### src/rtl/ram_image_port_if.sv
// Stream and RAM-bus bundle for the image port.
// master: the port itself; slave: host stream + RAM side.
interface ram_image_port_if #(
  parameter int ADDR_W = 8
);
  logic [7:0]        in_data;
  logic              in_valid;
  logic              in_ready;
  logic [7:0]        out_data;
  logic              out_valid;
  logic              out_ready;
  logic [ADDR_W-1:0] ram_address;
  logic [15:0]       ram_wdata;
  logic              ram_wr_en;
  logic              ram_rd_en;
  logic [15:0]       ram_rdata;

  modport master (
    input  in_data, in_valid, out_ready, ram_rdata,
    output in_ready, out_data, out_valid,
    output ram_address, ram_wdata, ram_wr_en, ram_rd_en
  );

  modport slave (
    output in_data, in_valid, out_ready, ram_rdata,
    input  in_ready, out_data, out_valid,
    input  ram_address, ram_wdata, ram_wr_en, ram_rd_en
  );
endinterface

### src/rtl/ram_image_port.sv
// Host-side RAM image port: packs a byte stream into
// 16-bit RAM words (load) and unpacks them back out (dump).
module ram_image_port #(
  parameter int ADDR_W   = 8,
  parameter bit LO_FIRST = 1'b1
) (
  input  logic              clk,
  input  logic              rst,
  input  logic              start_load,
  input  logic              start_dump,
  input  logic [ADDR_W-1:0] base_addr,
  input  logic [ADDR_W:0]   word_count,
  ram_image_port_if.master  bus,
  output logic              busy,
  output logic              done
);

  typedef enum logic [3:0] {
    IDLE,
    LD_B0,
    LD_B1,
    LD_WR,
    DP_RD,
    DP_CAP,
    DP_B0,
    DP_B1,
    FIN
  } state_t;

  localparam logic [ADDR_W:0] MAX_WORDS =
    {1'b1, {ADDR_W{1'b0}}};

  state_t            state;
  state_t            nxt;
  logic [ADDR_W-1:0] addr;
  logic [ADDR_W:0]   rem;
  logic [ADDR_W:0]   cnt_clamp;
  logic [15:0]       word;
  logic [7:0]        byte_first;
  logic [7:0]        byte_second;

  // Requested length clamped to the RAM size
  always_comb begin
    cnt_clamp = word_count;
    if (word_count > MAX_WORDS) cnt_clamp = MAX_WORDS;
  end

  // Stream order of the two halves of the held word
  always_comb begin
    byte_first  = LO_FIRST ? word[7:0]  : word[15:8];
    byte_second = LO_FIRST ? word[15:8] : word[7:0];
  end

  // State register
  always_ff @(posedge clk) begin
    if (rst) state <= IDLE;
    else     state <= nxt;
  end

  // Next state and all port outputs
  always_comb begin
    nxt             = state;
    bus.in_ready    = 1'b0;
    bus.out_valid   = 1'b0;
    bus.out_data    = 8'h00;
    bus.ram_address = '0;
    bus.ram_wdata   = 16'h0000;
    bus.ram_wr_en   = 1'b0;
    bus.ram_rd_en   = 1'b0;
    busy            = (state != IDLE);
    done            = 1'b0;
    unique case (state)
      IDLE: begin
        if (start_load) begin
          nxt = (cnt_clamp == '0) ? FIN : LD_B0;
        end else if (start_dump) begin
          nxt = (cnt_clamp == '0) ? FIN : DP_RD;
        end
      end
      LD_B0: begin
        bus.in_ready = 1'b1;
        if (bus.in_valid) nxt = LD_B1;
      end
      LD_B1: begin
        bus.in_ready = 1'b1;
        if (bus.in_valid) nxt = LD_WR;
      end
      LD_WR: begin
        bus.ram_wr_en   = 1'b1;
        bus.ram_address = addr;
        bus.ram_wdata   = word;
        nxt = (rem == 1) ? FIN : LD_B0;
      end
      DP_RD: begin
        bus.ram_rd_en   = 1'b1;
        bus.ram_address = addr;
        nxt = DP_CAP;
      end
      DP_CAP: begin
        nxt = DP_B0;
      end
      DP_B0: begin
        bus.out_valid = 1'b1;
        bus.out_data  = byte_first;
        if (bus.out_ready) nxt = DP_B1;
      end
      DP_B1: begin
        bus.out_valid = 1'b1;
        bus.out_data  = byte_second;
        if (bus.out_ready) begin
          nxt = (rem == '0) ? FIN : DP_RD;
        end
      end
      FIN: begin
        done = 1'b1;
        nxt  = IDLE;
      end
      default: nxt = IDLE;
    endcase
  end

  // Address, word counter and packing/capture register
  always_ff @(posedge clk) begin
    if (rst) begin
      addr <= '0;
      rem  <= '0;
      word <= 16'h0000;
    end else begin
      unique case (state)
        IDLE: begin
          if (start_load || start_dump) begin
            addr <= base_addr;
            rem  <= cnt_clamp;
          end
        end
        LD_B0: begin
          if (bus.in_valid) begin
            if (LO_FIRST) word[7:0]  <= bus.in_data;
            else          word[15:8] <= bus.in_data;
          end
        end
        LD_B1: begin
          if (bus.in_valid) begin
            if (LO_FIRST) word[15:8] <= bus.in_data;
            else          word[7:0]  <= bus.in_data;
          end
        end
        LD_WR: begin
          addr <= addr + 1'b1;
          rem  <= rem - 1'b1;
        end
        DP_CAP: begin
          word <= bus.ram_rdata;
          addr <= addr + 1'b1;
          rem  <= rem - 1'b1;
        end
        default: ;
      endcase
    end
  end

endmodule
### src/flat_wrapper.sv
// flat-port wrapper written by rule: the top's interface ports become plain ports
module ram_image_port_flat 
#(
  parameter int ADDR_W   = 8,
  parameter bit LO_FIRST = 1'b1
)
  (clk, rst, start_load, start_dump, base_addr, word_count, busy, done, bus_in_data, bus_in_valid, bus_out_ready, bus_ram_rdata, bus_in_ready, bus_out_data, bus_out_valid, bus_ram_address, bus_ram_wdata, bus_ram_wr_en, bus_ram_rd_en);
  ram_image_port_if #(.ADDR_W(ADDR_W)) bus_i ();
  input  logic clk;
  input  logic rst;
  input  logic start_load;
  input  logic start_dump;
  input  logic [ADDR_W-1:0] base_addr;
  input  logic [ADDR_W:0] word_count;
  output logic busy;
  output logic done;
  input wire logic [$bits(bus_i.in_data)-1:0] bus_in_data;
  input wire logic [$bits(bus_i.in_valid)-1:0] bus_in_valid;
  input wire logic [$bits(bus_i.out_ready)-1:0] bus_out_ready;
  input wire logic [$bits(bus_i.ram_rdata)-1:0] bus_ram_rdata;
  output wire logic [$bits(bus_i.in_ready)-1:0] bus_in_ready;
  output wire logic [$bits(bus_i.out_data)-1:0] bus_out_data;
  output wire logic [$bits(bus_i.out_valid)-1:0] bus_out_valid;
  output wire logic [$bits(bus_i.ram_address)-1:0] bus_ram_address;
  output wire logic [$bits(bus_i.ram_wdata)-1:0] bus_ram_wdata;
  output wire logic [$bits(bus_i.ram_wr_en)-1:0] bus_ram_wr_en;
  output wire logic [$bits(bus_i.ram_rd_en)-1:0] bus_ram_rd_en;
  assign bus_i.in_data = bus_in_data;
  assign bus_i.in_valid = bus_in_valid;
  assign bus_i.out_ready = bus_out_ready;
  assign bus_i.ram_rdata = bus_ram_rdata;
  assign bus_in_ready = bus_i.in_ready;
  assign bus_out_data = bus_i.out_data;
  assign bus_out_valid = bus_i.out_valid;
  assign bus_ram_address = bus_i.ram_address;
  assign bus_ram_wdata = bus_i.ram_wdata;
  assign bus_ram_wr_en = bus_i.ram_wr_en;
  assign bus_ram_rd_en = bus_i.ram_rd_en;
  ram_image_port #(.ADDR_W(ADDR_W), .LO_FIRST(LO_FIRST)) u_core (.clk(clk), .rst(rst), .start_load(start_load), .start_dump(start_dump), .base_addr(base_addr), .word_count(word_count), .bus(bus_i), .busy(busy), .done(done));
endmodule
### config.mk
export PLATFORM = sky130hd
export DESIGN_NAME = ram_image_port_flat
export DESIGN_NICKNAME = d
export VERILOG_FILES = /design/src/rtl/ram_image_port_if.sv /design/src/rtl/ram_image_port.sv /design/src/flat_wrapper.sv
export SDC_FILE = /design/constraint.sdc
export NUM_CORES = 1
export LEC_CHECK = 0
export CORE_MARGIN = 5
export CORE_UTILIZATION = 47
export CTS_BUF_LIST = sky130_fd_sc_hd__clkbuf_16
export DETAILED_ROUTE_END_ITERATION = 8
export PLACE_DENSITY = 0.85
export SLEW_MARGIN = 20
export SYNTH_ARGS = -nofsm -noshare
export SYNTH_HDL_FRONTEND = slang
export SYNTH_SLANG_ARGS = --single-unit
### constraint.sdc
create_clock -name clk -period 2.1 [get_ports clk]
set_input_delay 0.525 -clock clk [delete_from_list [all_inputs] [get_ports clk]]
set_output_delay 0.525 -clock clk [all_outputs]
set_load 0.1 [all_outputs]
==> impl_summary.md, run 1 <==
STA
Static timing analysis puts the maximum clock frequency at 460 MHz. The number of hold-slack violations in the final timing report is 0. The fraction of the cycle the final worst path needs is 1.03.

The count of pins over their slew limit came to 0. Subtracting the final worst setup slack from the clock period gives 2170 ps. The worst hold slack across all endpoints is 488 ps. The final setup violation count is 15. The clock skew is 3.62 ps. The final critical-path setup slack is -71.6 ps.

Setup repair after global routing could not meet its margin everywhere. Measured against its own limit, the worst slew margin works out to 0.532. The total negative slack is -652 ps. The actual transition at the worst max-transition pin is 699 ps.

Detailed routing
Summed over all layers, the routed wires come to 10.3 mm. The count of nets left with antenna violations once routing finished came out at 0. The starting DRC count in detailed routing is 281.

The number of DRC violations after detailed routing is 0. Using the TritonRoute via totals, the vias-per-cell ratio works out to 6.21. The first detailed-routing pass took 5 iterations. The detailed router placed 3231 vias in this run.

The routed wire length per instance is 19.7 um.

Power and ir drop
The power consumption is 5.73 mW. Of the total power, the share spent switching nets is 0.461. The power per standard cell area is 1180 nW/um^2.

The share of total power dissipated in the clock network is 0.154. The sequential share of power is 0.204. The part of the power in combinational logic is 0.642. For this design the static power due to leakage is 1.73 nW. Internal power comes to 3.09 mW. The worst vdd rail ir drop is 1020 uV. The net load switching power is 2.64 mW.

Outcome
The checks that failed: setup timing. The run finished, with violations left.

Cells and area
With fillers left out, the area of the finished cells amounts to 4850 um^2. The filler-free cell count of the finished design is 520. Measured on the finished design, the core utilization comes to 0.820.

After the last flow step, the layout net total stands at 494. The repair_antennas step left the layout with diodes totalling 0. The fraction of final layout cells sized beyond drive strength 1 is 0.371. After filler insertion, the fill cell instance count of the layout stands at 345. The layout overhead on the synthesized area is 70.2%.

Synth
The per-instance average area after synthesis is 8.39 um^2. The synthesized design contains 0 enable-type register cells. Of the synthesized area, sequential elements account for 0.260. The number of synthesized register bits is 37. Of the total synthesized cell area, the portion taken by XOR and XNOR cells is 0.0118.

The synthesized cell area is 2850 um^2. The complex-gate fraction of the synthesized area was 0.260. The number of warning messages in the yosys log is 0. The share of flip-flops with an asynchronous set or reset is 0.

The netlist uses 67 different library cells. The predominant post-synthesis flop cell is sky130_fd_sc_hd__dfxtp_1. The number of nets produced by synthesis is 390. The mux share of post-synthesis cell area is 0.0632.

The post-synthesis cell count is 340. The arithmetic-cell share of the synthesized area counting full adders, half adders and majority gates is 0.0132. The combinational family with the most area after synthesis is simple AND/OR/NAND/NOR gates. Of the total synthesized cell area, the portion taken by AND, OR, NAND and NOR gates is 0.312.

Clock network
In this run, post-CTS hold repair placed 0 buffers. TritonCTS built the clock tree. The clock tree synthesis step divided the H-tree into 2 levels. After clock tree synthesis, the clock-pin slew on the worst setup and hold paths is 60 ps. Counting every sink on the clock net gives 37.

The number of clock buffers added by TritonCTS is 5. The clock passes through at most 2 buffers. The root cell of the clock tree is sky130_fd_sc_hd__clkbuf_16. Clock latency on the worst-skew pair, taken at its later pin, is 280 ps.

Worst setup path
The element type at the critical path end is an output pin. The total buffers and inverters traversed by the critical path is 2. The largest individual stage delay along the critical path comes from the cell sky130_fd_sc_hd__dfxtp_4. Along the worst path, the maximum fanout reaches 8. For the worst setup path, the data required time is 1570 ps. The stage delay of the slowest cell on the critical path is 370 ps. Traced cell by cell, the critical path runs through nand2b_4, or2_4, a21oi_4, buf_6, and2_4, buf_12. The cell class contributing the biggest share of worst-path delay is simple AND/OR/NAND/NOR gates. The type of the worst setup path is flip-flop to output pin. Data arrives at the worst endpoint at 1650 ps. The critical path launch point type is a flip-flop.

Flow run
Max-cap violations in this run came to 0.

Floorplanning
Row generation in the floorplan step produced 28 rows. The region available for standard cell placement spans 5920 um^2. The initial standard-cell utilization of the core is 0.482.

The floorplan step set the die height to 87.9 um. Pin placement for this block handled 85 I/O pins. The die is 87.9 um wide. The die covers 7730 um^2.

Placed design
The placed instances occupy a cell area of 4390 um^2. The count of buffers from port buffering is 84. After detailed placement, the design holds a cell count of 494. OpenSTA, run right after detailed placement, puts the worst setup slack at -164 ps.

The congestion estimate from routability-driven global placement came to 0.912. The total half-perimeter wirelength after legalization and detailed placement is 6.53 mm.

GRT
The total overflow left after global routing is 0. The combined global-route utilization of all metal layers is 0.262. The global-route wire length before repair is 15.9 mm. Entering global routing, the biggest net connects 22 pins. The number of antenna violations at the first check in global routing is 0.

The number of global-route vias before repair came to 3240.

Worst hold path
In this run the worst hold path is classified as flip-flop to flip-flop.
## cell usage in the layout (no fill, tap or decap), types with 4 or more instances in the layout
cell type                          n
sky130_fd_sc_hd__buf_6             4
sky130_fd_sc_hd__and2_2            6
sky130_fd_sc_hd__nor2_4            9
sky130_fd_sc_hd__o21ai_0           5
sky130_fd_sc_hd__dfxtp_1          33
sky130_fd_sc_hd__clkdlybuf4s50_1  46
sky130_fd_sc_hd__nand4b_1          9
sky130_fd_sc_hd__a22oi_2           9
sky130_fd_sc_hd__nand4_1           4
sky130_fd_sc_hd__a21oi_1          20
sky130_fd_sc_hd__o21ai_1           9
sky130_fd_sc_hd__inv_1            12
sky130_fd_sc_hd__a211oi_1         17
sky130_fd_sc_hd__nand2b_1          4
sky130_fd_sc_hd__nand2_1           8
sky130_fd_sc_hd__or4bb_1           6
sky130_fd_sc_hd__nand3_1           7
sky130_fd_sc_hd__buf_12           46
sky130_fd_sc_hd__nor3_4            4
sky130_fd_sc_hd__nor2_1           21
sky130_fd_sc_hd__buf_4            28
sky130_fd_sc_hd__and2_4           19
sky130_fd_sc_hd__mux2i_1          17
sky130_fd_sc_hd__nor4_1            4
sky130_fd_sc_hd__nor3_1            8
sky130_fd_sc_hd__clkbuf_16         5
## Yosys cell counts, types with 2 or more instances
cell / number / area, um^2
sky130_fd_sc_hd__nand4bb_1: 3 / 33.8
sky130_fd_sc_hd__clkbuf_1: 7 / 26.3
sky130_fd_sc_hd__nand3b_1: 2 / 15.0
sky130_fd_sc_hd__or3b_1: 2 / 17.5
sky130_fd_sc_hd__o32ai_2: 2 / 32.5
sky130_fd_sc_hd__or4_1: 2 / 15.0
sky130_fd_sc_hd__nand4_1: 4 / 25.0
sky130_fd_sc_hd__a22o_1: 2 / 17.5
sky130_fd_sc_hd__o21ai_1: 9 / 45.0
sky130_fd_sc_hd__a221oi_1: 3 / 26.3
sky130_fd_sc_hd__or3_1: 3 / 18.8
sky130_fd_sc_hd__nand2b_1: 6 / 37.5
sky130_fd_sc_hd__a211oi_1: 17 / 128
sky130_fd_sc_hd__a21boi_0: 2 / 15.0
sky130_fd_sc_hd__mux2i_1: 18 / 180
sky130_fd_sc_hd__o31a_1: 2 / 17.5
sky130_fd_sc_hd__nor2_1: 29 / 109
sky130_fd_sc_hd__and3_1: 2 / 12.5
sky130_fd_sc_hd__dfxtp_1: 37 / 741
sky130_fd_sc_hd__nand2_1: 9 / 33.8
sky130_fd_sc_hd__inv_1: 13 / 48.8
sky130_fd_sc_hd__a22oi_2: 9 / 113
sky130_fd_sc_hd__o32ai_1: 3 / 26.3
sky130_fd_sc_hd__nand3_1: 7 / 35.0
sky130_fd_sc_hd__a31oi_1: 2 / 12.5
sky130_fd_sc_hd__buf_6: 2 / 22.5
sky130_fd_sc_hd__buf_2: 12 / 60.1
sky130_fd_sc_hd__o21ai_0: 5 / 25.0
sky130_fd_sc_hd__a311oi_1: 3 / 26.3
sky130_fd_sc_hd__nand4b_1: 9 / 78.8
sky130_fd_sc_hd__nor4_1: 4 / 25.0
sky130_fd_sc_hd__nor2b_1: 4 / 25.0
sky130_fd_sc_hd__and2_1: 27 / 169
sky130_fd_sc_hd__buf_4: 7 / 52.6
sky130_fd_sc_hd__nor3_1: 11 / 55.1
sky130_fd_sc_hd__a21oi_1: 21 / 105
sky130_fd_sc_hd__nor4_2: 2 / 25.0
sky130_fd_sc_hd__a211o_1: 2 / 17.5
sky130_fd_sc_hd__or4bb_1: 6 / 67.6
sky130_fd_sc_hd__ha_1: 3 / 37.5
## sequential cells by signal, indices dropped and copies added, names as in the netlist
name          cells
u_core.state      4
u_core.rem        9
u_core.addr       8
u_core.word      16
## final cells by class
cell class | instances | area, um^2 | share of cell area
multi-input cells | 260 | 2100 | 0.432
clock buffers | 5 | 125 | 0.0258
repair buffers | 126 | 1680 | 0.347
flip-flops and latches | 37 | 753 | 0.155
clock inverters | 3 | 46.3 | 0.00954
well taps | 75 | 93.8 | 0.0193
inverters | 14 | 56.3 | 0.0116
## path summary, 6_finish.rpt
kind,startpoint,to,slack (ps),cells past startpoint
worst max-delay path,u_core.state[2],bus_ram_address[6],-70,6
worst min-delay path,u_core.rem[7],u_core.rem[7],490,2
worst max register to register,u_core.state[2],u_core.state[0],150,7
worst min register to register,u_core.rem[7],u_core.rem[7],490,2
## power by group through the flow
stage               combinational, mW  sequential [mW]  clock, mW
detailed placement               3.25             1.15          0
CTS                              3.52             1.15      0.880
finish                           3.68             1.17      0.881
global placement                 3.17             1.13          0
global route                     3.90             1.19      0.917
floorplan                        2.38             1.07          0
## logic make-up after synthesis
logic type                 count (synthesis)
and+or+nand+nor                          141
adders and majority gates                  3
muxes                                     18
DFF                                       37
xor gates and xnor gates                   3
buffers and inverters                     43
AOI/OAI and AO/OA                         95
## worst register-to-register path: stages (launching register included)
cell and delay (ps):
sky130_fd_sc_hd__dfxtp_4 370, sky130_fd_sc_hd__buf_12 130, sky130_fd_sc_hd__buf_12 120, sky130_fd_sc_hd__nor4_2 330, sky130_fd_sc_hd__inv_2 120, sky130_fd_sc_hd__or3_1 370
sky130_fd_sc_hd__o211a_1 170, sky130_fd_sc_hd__o32ai_2 240
## timing repair
item,CTS,global route
setup endpoints to repair,34,31
gates cloned,1,0
setup buffers,13,4
endpoints found under the hold margin,0,0
pin swaps,2,12
gates resized for setup,27,9
## metal layers
| metal | track usage | up-vias | share of wire |
|---|---|---|---|
| li1 | - | 1482 | - |
| met1 | 0.293 | 1582 | 0.38 |
| met2 | 0.495 | 148 | 0.54 |
| met3 | 0.0499 | 19 | 0.069 |
| met4 | 0.0795 | 0 | 0.017 |
| met5 | 0 | - | 0 |
Power figures use the tool's default switching activity.
==> run 2, diff against run 1 <==
--- a/config.mk
+++ b/config.mk
@@ -5,6 +5,8 @@
 export SDC_FILE = /design/constraint.sdc
 export NUM_CORES = 1
 export LEC_CHECK = 0
+export CAP_MARGIN = 30
+export CORE_ASPECT_RATIO = 0.9
 export CORE_MARGIN = 5
 export CORE_UTILIZATION = 47
 export CTS_BUF_LIST = sky130_fd_sc_hd__clkbuf_16
==> impl_summary.md, run 2 (synthesized netlist as in run 1, its figures left out) <==
Cells and area
The net total in the final layout is 487 (-1.4%). The area taken by multi-input logic gates is 2100 um^2 (+0.12%). The flip-flop count of the largest register, all copies and words added is 16 (unchanged). The most flop-heavy register is u_core.word.

The library cell used most frequently in the layout, excluding fill and tap cells, is sky130_fd_sc_hd__clkdlybuf4s50_1. The summed area of non-filler cells in the final layout is 4680 um^2 (-3.6%). From synthesis to final layout, the design area changed by 64.1%. In the layout the commonest cells are 46 x sky130_fd_sc_hd__clkdlybuf4s50_1, 39 x sky130_fd_sc_hd__buf_12, 34 x sky130_fd_sc_hd__dfxtp_1. The fraction of final layout cells sized beyond drive strength 1 is 0.349 (-0.0215). The final antenna diode count is 0 (unchanged). The filler cell count was 374 (+8.4%).

The storage element area is 752 um^2 (-0.17%). The filler-free cell count of the finished design is 510 (-1.9%). The final core utilization is 0.779 (-0.0413).

The largest registers in the layout are u_core.word x16, u_core.rem x9, u_core.addr x8.

GRT
The global routing stage identified its most utilized layer as met2. The combined global-route utilization of all metal layers came to 0.237 (-0.0246). The met1 routing resource usage after global routing came to 0.311 (+0.0183). The pin count of the biggest net entering global routing is 28 (+27%). The met2 track demand over resource was 0.406 (-0.0894). The number of antenna violations at the first check in global routing was 0 (unchanged). The total grt overflow is 0 (unchanged).

The met3 track utilization from global routing is 0.0352 (-0.0147). The global-route wire length before repair is 15.2 mm (-4.8%). The number of global-route vias before repair is 3033 (-6.4%).

STA
The relative slew slack is 0.560 (+0.0286). The fraction of the cycle the final worst path needs is 1.04 (+0.00870). The count of pins over their slew limit is 0 (unchanged). The total negative slack came to -2240 ps (-1590 ps).

The number of hold-slack violations in the final timing report is 0 (unchanged). The shortest period the worst path allows is 2190 ps (+18.3 ps). The actual transition at the worst max-transition pin is 654 ps (-45.5 ps). The clock skew is 5.11 ps (+1.48 ps). The maximum frequency from static timing analysis came to 457 MHz (-0.83%). The worst hold slack across all endpoints is 491 ps (+3.51 ps). Setup repair after global routing could not meet its margin everywhere. The final setup violation count was 34 (+19). The final critical-path setup slack came to -89.9 ps (-18.3 ps).

Clock network
The clock tree from TritonCTS is built. The CTS sink count is 37 (unchanged). The maximum clock path buffer count is 2 (unchanged). The root cell of the clock tree is sky130_fd_sc_hd__clkbuf_16. The latest clock arrival within the worst-skew pair is 280 ps (about the same). The clock-pin slew on the worst setup and hold paths is 60 ps (about the same). The cts-stage hold buffer count came to 0 (unchanged). The count of H-tree levels built during CTS is 2 (unchanged). The number of buffers created by CTS was 5 (unchanged).

Power and ir drop
The net switching fraction of the power came to 0.472 (+0.0112). The sequential share of power came to 0.215 (+0.011). The power per standard cell area was 1170 nW/um^2 (-1.0%). The fraction of power consumed by the clock network is 0.157 (+0.003). The net load switching power was 2.58 mW (-2.3%). The internal power summed over all cells was 2.89 mW (-6.5%). The part of the power in combinational logic is 0.628 (-0.014). The leakage dissipation is 1.66 nW (-4.2%).

The power consumption is 5.47 mW (-4.6%). The worst vdd rail ir drop is 1430 uV (+39%).

Floorplanning
The number of top-level pins is 85 (unchanged). The die height is 83.9 um (-4.5%). The number of cell rows came to 27 (-3.6%). The die area is 7730 um^2 (about the same). The core box area is 6010 um^2 (+1.6%). The initial standard-cell utilization of the core is 0.474 (-0.00742).

The overall die width is 92.1 um (+4.8%).

Detailed routing
The routed wire length per instance is 19.0 um (-3.7%). The total routed wirelength is 9.68 mm (-5.6%). The number of DRC violations after detailed routing is 0 (unchanged).

The average via count per standard cell is 6.11 (-1.7%). The number of iterations in the first detailed-routing pass is 4 (-1). The number of vias in the routed layout came to 3114 (-3.6%).

The starting DRC count in detailed routing is 319 (+14%). The number of nets with antenna violations after detailed routing is 0 (unchanged).

Worst setup path
The critical path arrival is 1660 ps (about the same). The cell class contributing the biggest share of worst-path delay is simple AND/OR/NAND/NOR gates. The type of the worst setup path is flip-flop to output pin. The total buffers and inverters traversed by the critical path was 2 (unchanged).

The element type at the critical path end is an output pin. The slowest cell on the critical path is sky130_fd_sc_hd__dfxtp_4. The worst-path maximum fanout is 8 (unchanged).

The stage delay of the slowest cell on the critical path is 360 ps (about the same). STA classifies the critical path startpoint as a flip-flop. The critical path data required time came to 1570 ps (about the same). Traced cell by cell, the critical path runs through nand2b_4, or2_1, a21oi_2, buf_6, and2_4, buf_12.

Placed design
The global placer's final weighted congestion is 0.875 (-4.1%). The placement-stage cell area is 4360 um^2 (-0.71%). The post-placement cell count was 494 (unchanged).

The count of buffers from port buffering is 84 (unchanged). The worst-case setup slack after placement was -172 ps (-8.61 ps). The total half-perimeter wirelength after legalization and detailed placement is 6.76 mm (+3.5%).

Outcome
The run finished, with violations left. The checks that failed: setup timing.

Flow run
The number of max-cap violations was 0 (unchanged).

Worst hold path
The tightest min-delay check is of the flip-flop to flip-flop type.
run 2: worst register-to-register path, cell delays in order (launching register included):
cell                       delay, ps
sky130_fd_sc_hd__dfxtp_1         500
sky130_fd_sc_hd__buf_4           260
sky130_fd_sc_hd__nand2b_1        430
sky130_fd_sc_hd__nor3_1          150
sky130_fd_sc_hd__a22o_1          260
sky130_fd_sc_hd__a211oi_1        260
run 2: final cells by class:
class	instances	area share
clock inverters	3	0.00882
flip-flops and latches	37	0.161
multi-input cells	260	0.448
clock buffers	5	0.0267
repair buffers	119	0.324
well taps	72	0.0192
inverters	14	0.0120
run 2: layer usage:
layer / wire (um) / share of wire
met1: 4090 / 0.42
met2: 4820 / 0.50
met3: 606 / 0.063
met4: 164 / 0.017
met5: 0 / 0
run 2: timing repair:
| item | CTS | global route |
|---|---|---|
| buffers inserted | 2 | 5 |
| cloned | 0 | 2 |
| pin swaps | 0 | 5 |
| resized for setup | 5 | 31 |
| hold endpoints to repair | 0 | 0 |
| setup endpoints to repair | 33 | 36 |
run 2: power by group through the flow:
stage / logic (mW) / clock network [mW] / registers [mW]
2_1_floorplan: 2.38 / 0 / 1.07
3_3_place_gp: 3.12 / 0 / 1.13
3_5_place_dp: 3.20 / 0 / 1.16
4_1_cts: 3.27 / 0.849 / 1.14
5_1_grt: 3.66 / 0.897 / 1.20
6_report: 3.44 / 0.859 / 1.17
run 2: final timing paths:
path	start	endpoint	slack, ps	depth (start not counted)
min	u_core.rem[7]	u_core.rem[7]	490	2
max	u_core.state[2]	bus_ram_address[1]	-90	6
min reg2reg	u_core.rem[7]	u_core.rem[7]	490	2
max reg2reg	u_core.state[3]	u_core.rem[4]	140	5
==> run 3, diff against run 2 <==
--- a/config.mk
+++ b/config.mk
@@ -7,7 +7,6 @@
 export LEC_CHECK = 0
 export CAP_MARGIN = 30
 export CORE_ASPECT_RATIO = 0.9
-export CORE_MARGIN = 5
 export CORE_UTILIZATION = 47
 export CTS_BUF_LIST = sky130_fd_sc_hd__clkbuf_16
 export DETAILED_ROUTE_END_ITERATION = 8
==> impl_summary.md, run 3 (synthesized netlist as in run 1, its figures left out) <==
Outcome
The flow ran to the end, but the final reports show violations. The final reports fail on DRC, setup timing.

Cells and area
The largest registers in the layout are u_core.word x16, u_core.rem x9, u_core.addr x8. The fraction of final layout cells sized beyond drive strength 1 was 0.349 (about the same). Leaving out fill and tap cells, the most frequent cell in the layout is sky130_fd_sc_hd__clkdlybuf4s50_1. The final antenna diode count came to 0 (unchanged). The summed area of non-filler cells in the final layout is 4620 um^2 (-1.3%). Counting flops per register, the top entry is u_core.word.

The net total in the final layout was 484 (-0.62%). Leaving out fill and tap cells, the most frequent cells in the layout are 46 x sky130_fd_sc_hd__clkdlybuf4s50_1, 40 x sky130_fd_sc_hd__buf_12, 34 x sky130_fd_sc_hd__dfxtp_1. The flip-flop count of the largest register, all copies and words added is 16 (unchanged). The layout overhead on the synthesized area is 62.0%.

Placed design
The count of buffers from port buffering came to 84 (unchanged). The placement-stage cell area came to 4370 um^2 (+0.29%). The worst-case setup slack after placement was -143 ps (+29.2 ps). The global placer's final weighted congestion was 0.952 (+8.8%). The total half-perimeter wirelength after legalization and detailed placement came to 6.61 mm (-2.3%).

Floorplanning
The initial standard-cell utilization of the core is 0.495 (+0.0210). The die height is 75.9 um (-9.5%). The number of cell rows came to 26 (-3.7%). The overall die width is 84.1 um (-8.7%).

The core box area came to 5760 um^2 (-4.2%). The die area was 6390 um^2 (-17%). The number of top-level pins is 85 (unchanged).

STA
The clock skew is 6.65 ps (+1.55 ps). The number of hold-slack violations in the final timing report is 0 (unchanged). The final setup violation count was 15 (-56%). The actual transition at the worst max-transition pin was 653 ps (-1.11 ps). The shortest period the worst path allows is 2160 ps (-33.6 ps).

Setup repair after global routing could not meet its margin everywhere. The worst hold slack across all endpoints came to 489 ps (-1.73 ps). The fraction of the cycle the final worst path needs is 1.03 (-0.0160). The final critical-path setup slack is -56.3 ps (+33.6 ps). The maximum frequency from static timing analysis is 464 MHz (+1.6%). The relative slew slack is 0.561 (+0.000745).

The count of pins over their slew limit came to 0 (unchanged).

GRT
The number of antenna violations at the first check in global routing is 0 (unchanged). The pin count of the biggest net entering global routing is 21 (-25%). The total grt overflow was 0 (unchanged). The global-route wire length before repair is 15.9 mm (+4.9%).

The combined global-route utilization of all metal layers is 0.310 (+0.0734). The number of global-route vias before repair came to 3149 (+3.8%).

Clock network
TritonCTS built the clock tree. The root cell of the clock tree is sky130_fd_sc_hd__clkbuf_16. The maximum clock path buffer count was 2 (unchanged). The clock-pin slew on the worst setup and hold paths is 60 ps (about the same). The CTS sink count is 37 (unchanged).

The count of H-tree levels built during CTS is 2 (unchanged). The number of buffers created by CTS is 5 (unchanged). The latest clock arrival within the worst-skew pair is 280 ps (about the same).

Power and ir drop
The leakage dissipation is 1.63 nW (-1.9%). The power per standard cell area is 1160 nW/um^2 (-0.72%). The worst vdd rail ir drop came to 1280 uV (-10%).

Worst setup path
The critical path data required time is 1570 ps (about the same). The worst-path maximum fanout is 8 (unchanged). Walking the worst path, the cells encountered are nand2b_4, or2_4, a21oi_4, buf_6, and2_4, buf_12. Among all stages on the critical path, the largest delay is contributed by sky130_fd_sc_hd__dfxtp_4. The critical register-to-register path endpoint is u_core.rem[4].

The register-to-register path setup slack is 180 ps (+40 ps). The endpoint of the most critical setup path is bus_ram_address[2]. The instance count on the critical path is 6 (unchanged).

The total buffers and inverters traversed by the critical path came to 2 (unchanged). The critical path launch point is u_core.state[2]. STA classifies the critical path endpoint as an output pin. The cell family contributing the most delay on the critical path is simple AND/OR/NAND/NOR gates. The critical path arrival is 1630 ps (-30 ps). The stage delay of the slowest cell on the critical path is 360 ps (about the same). The start of the worst register-to-register path is u_core.state[1].

The critical path launch point type is a flip-flop. The length in cells of the worst reg-to-reg path is 6 (+1). The worst setup path is of the flip-flop to output pin kind.

Detailed routing
The average via count per standard cell came to 6.58 (+7.8%). The number of nets with antenna violations after detailed routing is 0 (unchanged). The starting DRC count in detailed routing is 406 (+27%).

The total routed wirelength came to 9.88 mm (+2.1%). The routed wire length per instance is 19.6 um (+3.2%). The number of DRC violations after detailed routing is 14 (+14). The number of vias in the routed layout came to 3323 (+6.7%).

The number of iterations in the first detailed-routing pass was 7 (+3).

Worst hold path
The path class of the tightest hold or removal check is flip-flop to flip-flop.

Flow run
The number of max-cap violations is 0 (unchanged).
[run 3: report_power, final]
group	switching (mW)	total, mW	internal, mW
Clock	0.298	0.728	0.430
Combinational	2.05	3.45	1.41
Sequential	0.262	1.18	0.916
Total	2.61	5.36	2.75
[run 3: through the flow]
| stage | setup TNS (ps) | total power [mW] | utilization | instances |
|---|---|---|---|---|
| 6_report | -527 | 5.36 | 0.803 | 505 |
| 5_1_grt | -1550 | 5.59 | 0.803 | 505 |
| 4_1_cts | -715 | 5.22 | 0.799 | 504 |
| 3_5_place_dp | -263 | 4.32 | 0.759 | 494 |
| 3_3_place_gp | -182 | 4.22 | 0.759 | 494 |
| 2_1_floorplan | -1480 | 3.45 | - | 340 |
[run 3: worst min path at each step]
stage,startpoint,to,slack [ps],cells after the start
after global routing,u_core.rem[7],u_core.rem[7],500,2
after detailed placement,u_core.rem[7],u_core.rem[7],480,2
after CTS,u_core.rem[7],u_core.rem[7],490,2
after global placement,u_core.rem[7],u_core.rem[7],470,2
after floorplan,u_core.rem[7],u_core.rem[7],450,2
final,u_core.rem[7],u_core.rem[7],490,2
[run 3: cell type report]
type	count	area [um^2]
sequential	37	752
timing repair buffer	116	1510
multi-input combinational	260	2080
inverter	14	56.3
clock inverter	3	12.5
fill	302	1140
clock buffer	5	125
tap	70	87.6
[run 3: repair_timing]
action	4_1_cts	5_1_grt
resized for setup	26	4
buffers inserted	2	1
hold buffers	0	0
pin swaps	2	7
endpoints found under the setup margin	37	36
[run 3: per-layer routing]
metal / share of wire / wire, um / track usage / up-vias
li1: - / - / - / 1474
met5: 0 / 0 / 0 / -
met1: 0.38 / 3750 / 0.394 / 1515
met2: 0.48 / 4730 / 0.499 / 273
met4: 0.043 / 428 / 0.160 / 0
met3: 0.098 / 972 / 0.0610 / 61
[run 3: tightest hold or removal path: stages (launching register included)]
cell and delay, ps:
sky130_fd_sc_hd__dfxtp_1 330, sky130_fd_sc_hd__inv_1 60, sky130_fd_sc_hd__a211oi_1 60
